===== config.mk =====
export PLATFORM = sky130hd
export DESIGN_NAME = digitalclock_setctrl
export DESIGN_NICKNAME = d
export VERILOG_FILES = /design/src/rtl/digitalclock_setctrl.sv
export SDC_FILE = /design/constraint.sdc
export NUM_CORES = 1
export LEC_CHECK = 0
export BUFFER_PORTS_ARGS = -buffer_cell sky130_fd_sc_hd__buf_2
export CAP_MARGIN = 20
export CORE_MARGIN = 10
export CORE_UTILIZATION = 35
export DETAILED_ROUTE_END_ITERATION = 6
export GPL_ROUTABILITY_DRIVEN = 0
export REMOVE_ABC_BUFFERS = 1
export SYNTH_ARGS = -nofsm -noshare
export SYNTH_HDL_FRONTEND = slang
export SYNTH_SLANG_ARGS = --single-unit

===== constraint.sdc =====
create_clock -name clk -period 2 [get_ports clk]
set_input_delay 0.1 -clock clk [delete_from_list [all_inputs] [get_ports clk]]
set_output_delay 0.1 -clock clk [all_outputs]
set_load 0.005 [all_outputs]

===== src/rtl/digitalclock_setctrl.sv =====
// digitalclock_setctrl: mode/increment button controller that walks the settable clock fields and emits auto-repeating increment strobes.
// Define SETCTRL_TIMEOUT_EN to return to run after TIMEOUT_CYC idle cycles in a set state.
module digitalclock_setctrl #(
    parameter int N_FIELDS    = 2,
    parameter int REPEAT_DLY  = 8,
    parameter int REPEAT_PER  = 4,
    parameter int TIMEOUT_CYC = 64
) (
    input  logic                clk,
    input  logic                rst,
    input  logic                mode,
    input  logic                inc,
    output logic [N_FIELDS-1:0] set_sel,
    output logic                setting,
    output logic                inc_pulse
);
    localparam int IW   = N_FIELDS > 1 ? $clog2(N_FIELDS) : 1;
    localparam int RMAX = REPEAT_PER > REPEAT_DLY ? REPEAT_PER : REPEAT_DLY;
    localparam int CW   = $clog2(RMAX + 1);
    localparam logic [IW-1:0] LAST = IW'(N_FIELDS - 1);
    localparam logic [CW-1:0] DLY  = CW'(REPEAT_DLY);
    localparam logic [CW-1:0] PER  = CW'(REPEAT_PER);

    if (N_FIELDS < 1 || N_FIELDS > 8 || REPEAT_DLY < 2 || REPEAT_PER < 1 || TIMEOUT_CYC < 2) begin : g_bad_param
        $error("digitalclock_setctrl: parameter out of legal range");
    end

    logic          mode_q, inc_q, in_set, rep;
    logic [IW-1:0] idx;
    logic [CW-1:0] rcnt;
    logic          mode_rise, inc_rise, due, tmo, in_set_d, pulse_d, rep_d;
    logic [IW-1:0] idx_d;
    logic [CW-1:0] rcnt_d;

    assign mode_rise = mode & ~mode_q;
    assign inc_rise  = inc & ~inc_q;
    assign due       = rcnt == (rep ? PER : DLY);

`ifdef SETCTRL_TIMEOUT_EN
    localparam int TW = $clog2(TIMEOUT_CYC + 1);
    localparam logic [TW-1:0] TLIM = TW'(TIMEOUT_CYC - 2);
    logic [TW-1:0] tcnt;
    logic          idle;
    assign idle = in_set & ~inc & ~mode_rise;
    // tcnt holds idle cycles before the current one, so the expiring edge is the (TIMEOUT_CYC-1)th idle sample
    assign tmo  = idle & (tcnt == TLIM);
    always_ff @(posedge clk or negedge rst) begin
        if (!rst) tcnt <= '0;
        else      tcnt <= idle ? tcnt + 1'b1 : '0;
    end
`else
    assign tmo = 1'b0;
`endif

    assign in_set_d = mode_rise ? (~in_set | (idx != LAST)) : (in_set & ~tmo);
    assign idx_d    = mode_rise ? ((in_set && idx != LAST) ? idx + 1'b1 : '0) : (tmo ? '0 : idx);

    // rcnt==0 means no repeat armed; a held inc only repeats after a fresh rise in a set state
    always_comb begin
        pulse_d = 1'b0;
        rcnt_d  = '0;
        rep_d   = 1'b0;
        if (in_set && !mode_rise && inc) begin
            if (inc_rise) begin
                pulse_d = 1'b1;
                rcnt_d  = CW'(1);
            end else if (rcnt != '0) begin
                pulse_d = due;
                rcnt_d  = due ? CW'(1) : rcnt + 1'b1;
                rep_d   = rep | due;
            end
        end
    end

    always_ff @(posedge clk or negedge rst) begin
        if (!rst) begin
            mode_q    <= 1'b1;
            inc_q     <= 1'b1;
            in_set    <= 1'b0;
            idx       <= '0;
            rcnt      <= '0;
            rep       <= 1'b0;
            set_sel   <= '0;
            setting   <= 1'b0;
            inc_pulse <= 1'b0;
        end else begin
            mode_q    <= mode;
            inc_q     <= inc;
            in_set    <= in_set_d;
            idx       <= idx_d;
            rcnt      <= rcnt_d;
            rep       <= rep_d;
            set_sel   <= in_set_d ? N_FIELDS'(1) << idx_d : '0;
            setting   <= in_set_d;
            inc_pulse <= pulse_d;
        end
    end
endmodule


==> results.md, run 1 <==
Status:
- The flow ran to the end, and the final reports show no timing, DRC or antenna violations.

Pwr:
- The maximum vdd ir drop is 0.429 mV.
- Per report_power, the combinational group accounts for 22.1% of the total.
- The switching part of the total is 28.5%.
- In this run the power spent charging and discharging nets is between 0.15 and 0.2 mW.
- The clock network power share is between 20% and 30%.
- Per report_power, the sequential group accounts for 49.6% of the total.
- The internal power is 0.473 mW.
- The cell leakage power is a little over 0.3 nW.
- The total power per unit cell area is 964 nW/um2.
- Total power for the finished layout comes to 0.662 mW.

Layout:
- The antenna diode instance count is 0.
- The net count of the finished layout is 70.
- The final cell utilization of the core is 45.1%.
- The area added between synthesis and finish is 19.9%.
- The top cell types in the final layout, fill and taps aside, are dfrtp_1, buf_2, nor2_1, nand2_1.
- The leading cell type in the layout, fill and taps excluded is dfrtp_1.
- Once layout is done, the placed cells without fillers occupy 687 um2.
- The final non-filler cell total is 79.
- The post-route netlist has 28.6% of its cells at a drive strength greater than 1.

Setup path:
- The endpoint arrival time on the critical path is 1.68 ns.
- The highest net fanout along the worst path is 7.
- The worst setup path is captured at a flop.
- The worst setup path is of the reg -> reg kind.
- The worst path required time is between 2 and 2.5 ns.
- The setup slack on the worst flop-to-flop path is 0.47 ns.
- The sort of element at the start of the critical path is a flop.

Global route:
- The global-route wire length before repair is 1910 um.
- For met3 alone, demand over resource in global routing was 4.38%.
- The number of global-route vias before repair was 407.
- The number of antenna violations at the first check in global routing is 0.
- The global-route usage over all layers is 7.01%.
- Global routing used 8.27% of the available met1 tracks.
- The total grt overflow is 0.
- The met2 usage is 10.4%.
- The pin count of the biggest net entering global routing is 13.
- In this run the most used layer during global routing was met2.

STA:
- In the final timing run, aggregate negative setup slack is 0 ns.
- The max-slew headroom at the worst pin is 81.5%.
- Setup repair after global routing left no endpoint under its margin.
- The number of endpoints failing setup at the final stage is 0.
- Across the routed clock network, the largest skew measured is 0.00160 ns.
- The smallest clock period supported by the final layout is computed as around 1.5 ns.
- The total count of hold-check failures in the final report is 0.
- At the pin with the least slew margin, the transition time is 0.278 ns.
- The maximum operating frequency is 654 MHz.
- Of the available clock period, the critical path in the final layout requires between 70% and 80%.
- The count of pins over their slew limit is 0.

Detailed routing:
- In the final routed layout, each cell accounts on average for 13.8 um.
- After detailed routing, the number of remaining DRC violations is 0.
- For this block, the routed nets add up to 1090 um of wire.
- The number of violations reported at the end of detailed-routing iteration 0 is 15.
- The via density per instance is 5.25.
- The number of routed nets with antenna violations is 0.
- For this run, the detailed router's first-pass iteration total came to 4.
- The number of vias in the routed layout is 415.

Placed design:
- The placed instances occupy a cell area of between 600 and 700 um2.
- The wire-length estimate of the detail-placed layout is 839 um.
- The cell count after placement is 72.
- During placement, the flow inserted port buffers numbering 7.

Yosys:
- The number of different library cells used by synthesis comes to 26.
- Each instance of the synthesized netlist takes up on average 11.5 um2.
- The count of mapped cells out of synthesis is 50.
- Summing the sequential cell areas from Yosys gives 52.8% of the chip area.
- The total standard cell area after synthesis is 573 um2.
- In this run, synthesis produced a sequential element count of 12.
- Yosys printed 0 warnings.

Die:
- Once the floorplan was initialized, standard cells occupied 37.6% of the core.
- The floorplan has 14 rows.
- The die covers 3660 um2.
- The I/O pin count is 8.
- The core area is 1520 um2.
- The floorplan step set the die height to approximately 60 um.
- Measured along the x axis, the die boundary spans a little over 60 um.

Min path:
- The min-delay analysis places its worst path in the category in -> async.

Job:
- The max-capacitance violation count is 0.

Clocking:
- The maximum root-to-sink buffer count is 2.
- The tree built by TritonCTS fans out to 12 sinks.
- The number of clock buffers added by TritonCTS is 3.
- Gates resized during post-CTS repair numbered 0.
- In this run the clock root is driven by a clkbuf_4.
- The CTS tree is built.
- The insertion delay to the later sink of the worst-skew pair is 0.27 ns.
- The clock-pin slew reported for the worst setup and hold paths after clock tree synthesis is approximately 0.07 ns.
- CTS built an H-tree with a depth of 1.
==> worst paths after layout <==
path,start,end,cells after the start
setup / recovery,rcnt[0],rcnt[0],5
hold / removal,rst,idx,2
setup reg to reg,rcnt[0],rcnt[0],5
hold reg to reg,rcnt[0],rcnt[0],1
max in group asynchronous,rst,mode_q,2
min in group clk,mode,mode_q,2
==> power groups by stage <==
stage / Combinational (mW) / Sequential (mW) / Clock (mW)
after floorplan: 0.0826 / 0.331 / 0
after global placement: 0.144 / 0.331 / 0
after detailed placement: 0.149 / 0.333 / 0
after CTS: 0.153 / 0.329 / 0.194
after global routing: 0.165 / 0.335 / 0.203
final: 0.146 / 0.328 / 0.188
==> metal layers <==
| layer | routed length [um] | part of all wire, % |
|---|---|---|
| met3 | 67 | 6.1 |
| met2 | 526 | 48 |
| met4 | 7 | 0.64 |
| met1 | 491 | 45 |
| met5 | 0 | 0 |
==> logic make-up after synthesis <==
logic type | after synthesis | synth area share, %
and+or+nand+nor | 21 | 22.5
AOI/OAI and AO/OA | 8 | 11.6
adders and majority gates | 2 | 4.37
DFF | 12 | 52.8
muxes | 3 | 5.46
buffers and inverters | 4 | 3.28
==> area by class of cell <==
| cell class | count | area, um2 |
|---|---|---|
| flip-flops and latches | 12 | 303 |
| clock buffers | 4 | 36.3 |
| repair buffers | 10 | 65.1 |
| fillers | 157 | 837 |
| multi-input cells | 34 | 251 |
| inverters | 3 | 11.3 |
| well taps | 16 | 20.0 |
==> synthesized netlist by cell type <==
cell type | number | share of area (%)
dfrtp_1 | 10 | 44
nand2_1 | 4 | 2.6
nor2_1 | 4 | 2.6
inv_1 | 3 | 2.0
nand2b_1 | 3 | 3.3
a21oi_1 | 2 | 1.7
dfstp_2 | 2 | 9.2
ha_1 | 2 | 4.4
mux2i_1 | 2 | 3.5
nor2b_1 | 2 | 2.2
a2111oi_2 | 1 | 2.6
a211oi_1 | 1 | 1.3
a21boi_1 | 1 | 1.3
a311oi_2 | 1 | 2.6
a31oi_1 | 1 | 1.1
and3b_2 | 1 | 1.7
and4b_1 | 1 | 1.7
and4bb_2 | 1 | 2.2
buf_4 | 1 | 1.3
mux2_1 | 1 | 2.0
nand3_1 | 1 | 0.87
nand4_2 | 1 | 2.2
nor3_1 | 1 | 0.87
nor4_1 | 1 | 1.1
o21ai_1 | 1 | 0.87
or2_1 | 1 | 1.1
==> critical path, cell delays in order, from the launching register on <==
cell	delay, ns
dfrtp_1	0.42
inv_1	0.08
ha_1	0.29
and4b_1	0.21
a311oi_2	0.29
a211oi_1	0.12
==> flip-flops by register name (all words and copies together) (netlist names) <==
| name | cells |
|---|---|
| rcnt | 4 |
| rep | 1 |
| mode_q | 1 |
| inc_q | 1 |
| set_sel | 2 |
| inc_pulse | 1 |
| in_set | 1 |
| idx | 1 |
==> what timing repair did <==
| action | CTS | global route |
|---|---|---|
| hold buffers | 3 | 0 |
| hold endpoints to repair | 14 | 0 |
| buffers inserted | 0 | 0 |
==> per-stage QoR <==
step                hold WS [ns]  worst slack, ns
global placement        -0.00875            0.492
global route               0.270            0.381
CTS                        0.231            0.466
detailed placement      -0.00843            0.483
floorplan                 -0.196            0.660
finish                     0.227            0.472
Note: power is estimated with default switching activity, not from simulation.
==> run 2: changes to the inputs <==
- clock period: 2 -> 1.35 ns (I/O delays scaled with it)
==> run 2 against run 1 <==
Net effect:
- worst setup slack got worse by 0.40 ns
- critical path depth did not move
- clock skew grew 0.0024 ns
- sequential power grew 46%
- die area is the same
- wire length shrank 2.4%
- sequential share of layout area fell by 3.0 points
- critical path type unchanged
- register-to-register slack worse by 0.40 ns
- fmax is 19% higher
==> results.md, run 2 (synthesized netlist as in run 1, its figures left out) <==
Die:
- The core area is between 1500 and 2000 um2.
- The floorplan has 14 rows.
- The die covers 3660 um2.
- The die is 60.5 um wide.
- The I/O pin count is 8.
- In this run the vertical extent of the chip is 60.5 um.
- The initial core utilization is ~38%.

Pwr:
- The fraction of power consumed by sequential logic is between 40% and 50%.
- The total power of the final layout is 1.03 mW.
- The internal power is between 0.7 and 0.8 mW.
- In this run switching power makes up 28.5% of total power.
- The cell leakage power is 0.335 nW.
- For this design the total switching power over the nets is 0.293 mW.
- The clock network power share is around 28%.
- Dividing total power by cell area gives a power density of about 1400 nW/um2.
- The part of the power in combinational logic is about a quarter.
- The maximum vdd ir drop is 0.508 mV.

Setup path:
- The setup slack on the worst flop-to-flop path is 0.07 ns.
- The slowest stage of the critical path is the dfrtp_1 cell.
- The endpoint class of the critical path is a flop.
- STA classifies the critical path startpoint as a flop.
- The highest net fanout along the worst path is 6.
- The path depth of the worst reg2reg path is 5.
- The critical path is of the reg -> reg type.
- The critical path runs through a total of 5 cells.
- STA puts the critical path data arrival time at around 1.5 ns.
- Together, buffers and inverters on the worst path number 2.
- The cell family with the largest share of critical-path delay is flip-flops.
- The worst path required time is 1.53 ns.
- The signal on the critical path passes through inv_1 > ha_4 > buf_4 > and4bb_2 > a211oi_1.
- The largest incremental delay on the critical path is 0.37 ns.

Detailed routing:
- The number of routed nets with antenna violations is 0.
- The final route contains 415 vias.
- In the final routed layout, each cell accounts on average for 12.7 um.
- The final routed DRC violation total is 0.
- The number of violations reported at the end of detailed-routing iteration 0 is 3.
- The total length of routed wires is 1070 um.
- After detailed routing, the number of vias per cell comes to 4.94.
- The first detailed-routing pass ran for 3 iterations.

STA:
- In the final timing run, aggregate negative setup slack is 0 ns.
- Counting I/O delays and the setup requirement, the final critical path takes ~1.3 ns.
- The total count of hold-check failures in the final report is 0.
- Between clock sinks in the finished design, the worst skew comes to 0.00404 ns.
- For the pin with the worst max-slew slack, the measured transition is 0.269 ns.
- Setup repair after global routing could not meet its margin everywhere.
- Measured against its own limit, the worst slew margin works out to 82.0%.
- The minimum hold slack is around 0.19 ns.
- Setup violations remaining at the end of the flow were counted as 0.
- The maximum operating frequency is between 700 and 800 MHz.
- The count of pins over their slew limit is 0.
- The post-route clock period utilization is 95.0%.

Global route:
- The global-route usage over all layers is 6.68%.
- The number of antenna violations at the first check in global routing is 0.
- The first global-routing pass estimated 1800 um of wire.
- The pin count of the biggest net entering global routing is 13.
- The total grt overflow is 0.
- The number of global-route vias before repair is 406.

Placed design:
- The placement-stage cell area is around 660 um2.
- The count of port buffers added during placement is 7.
- The HPWL after detailed placement is 806 um.
- Including well taps, the total number of placed cells is 77.

Layout:
- After routing the design area is 737 um2.
- The library cell used most frequently in the layout, excluding fill and tap cells, is dfrtp_1.
- The library cells used most frequently in the layout, excluding fill and tap cells, are dfrtp_1, buf_2, buf_4.
- The number of flip-flops in the largest register is 4.
- Counting the fill cells in the layout gives 145.
- The share of post-route cells with drive strength above 1 is 35.3%.
- In the final layout, the registers with the most flip-flops are rcnt x4, set_sel x2.
- The antenna diode instance count is 0.
- The area growth from synthesis to layout is 28.6%.
- The net count of the finished layout is between 70 and 80.
- For this run, the number of standard cells in the final layout without fillers is 84.
- The register with the most flip-flops in the final layout is rcnt.

Job:
- The max-capacitance violation count is 0.

Clocking:
- The CTS tree is built.
- The number of clock sinks seen by CTS is 12.
- The maximum root-to-sink buffer count is 2.
- The insertion delay to the later sink of the worst-skew pair is 0.27 ns.
- The H-tree depth is 1.
- The number of buffers created by CTS is 3.
- The cell at the root of the clock tree is clkbuf_4.
- The clock-pin slew reported for the worst setup and hold paths after clock tree synthesis is 0.08 ns.

Status:
- The run finished with clean final reports.

Min path:
- The worst hold path class is in -> async.
==> run 2: cell types whose count changed in the layout (fill, tap and decap cells not counted) <==
cell and delta:
ha_1 -1, buf_4 +5, ha_4 +1
==> run 2: power groups by stage <==
stage          clock (mW)  sequential (mW)  combinational, mW
2_1_floorplan           0            0.490              0.122
6_report            0.287            0.478              0.260
3_5_place_dp            0            0.486              0.247
3_3_place_gp            0            0.485              0.242
4_1_cts             0.294            0.479              0.258
5_1_grt             0.309            0.488              0.290
==> run 2: final timing paths <==
kind | start | endpoint
worst max register to register | rcnt[1] | rcnt[0]
min in group clk | mode | mode_q
worst min register to register | idx | idx
worst max-delay path | rcnt[1] | rcnt[0]
worst min-delay path | rst | idx
max in group asynchronous | rst | inc_q
==> run 2: timing repair <==
| action | CTS | global route |
|---|---|---|
| hold endpoints to repair | 14 | 0 |
| resized for setup | 1 | 1 |
| buffers inserted | 0 | 0 |
| hold buffers | 3 | 0 |
| pin swaps | 0 | 2 |
| setup endpoints to repair | 1 | 2 |
==> run 2: per-stage QoR <==
step / worst slack [ns] / util (%)
after floorplan: 0.0103 / -
after global placement: 0.0262 / 43.2
after detailed placement: -0.0287 / 43.2
after CTS: 0.0137 / 47.7
after global routing: -0.0120 / 48.4
final: 0.0681 / 48.4
==> run 2: metal layers <==
metal / track usage (%) / up-vias / routed length [um]
li1: - / 214 / -
met1: 7.81 / 191 / 532
met2: 9.85 / 8 / 472
met3: 2.51 / 2 / 44
met4: 4.70 / 0 / 17
met5: 0 / - / 0
==> run 2: area by class of cell <==
cell class	instances	area (um2)	area share, %
repair buffers	15	103	13.9
clock buffers	4	36.3	4.92
well taps	16	20.0	2.72
inverters	3	11.3	1.53
flip-flops and latches	12	303	41.1
multi-input cells	34	264	35.8
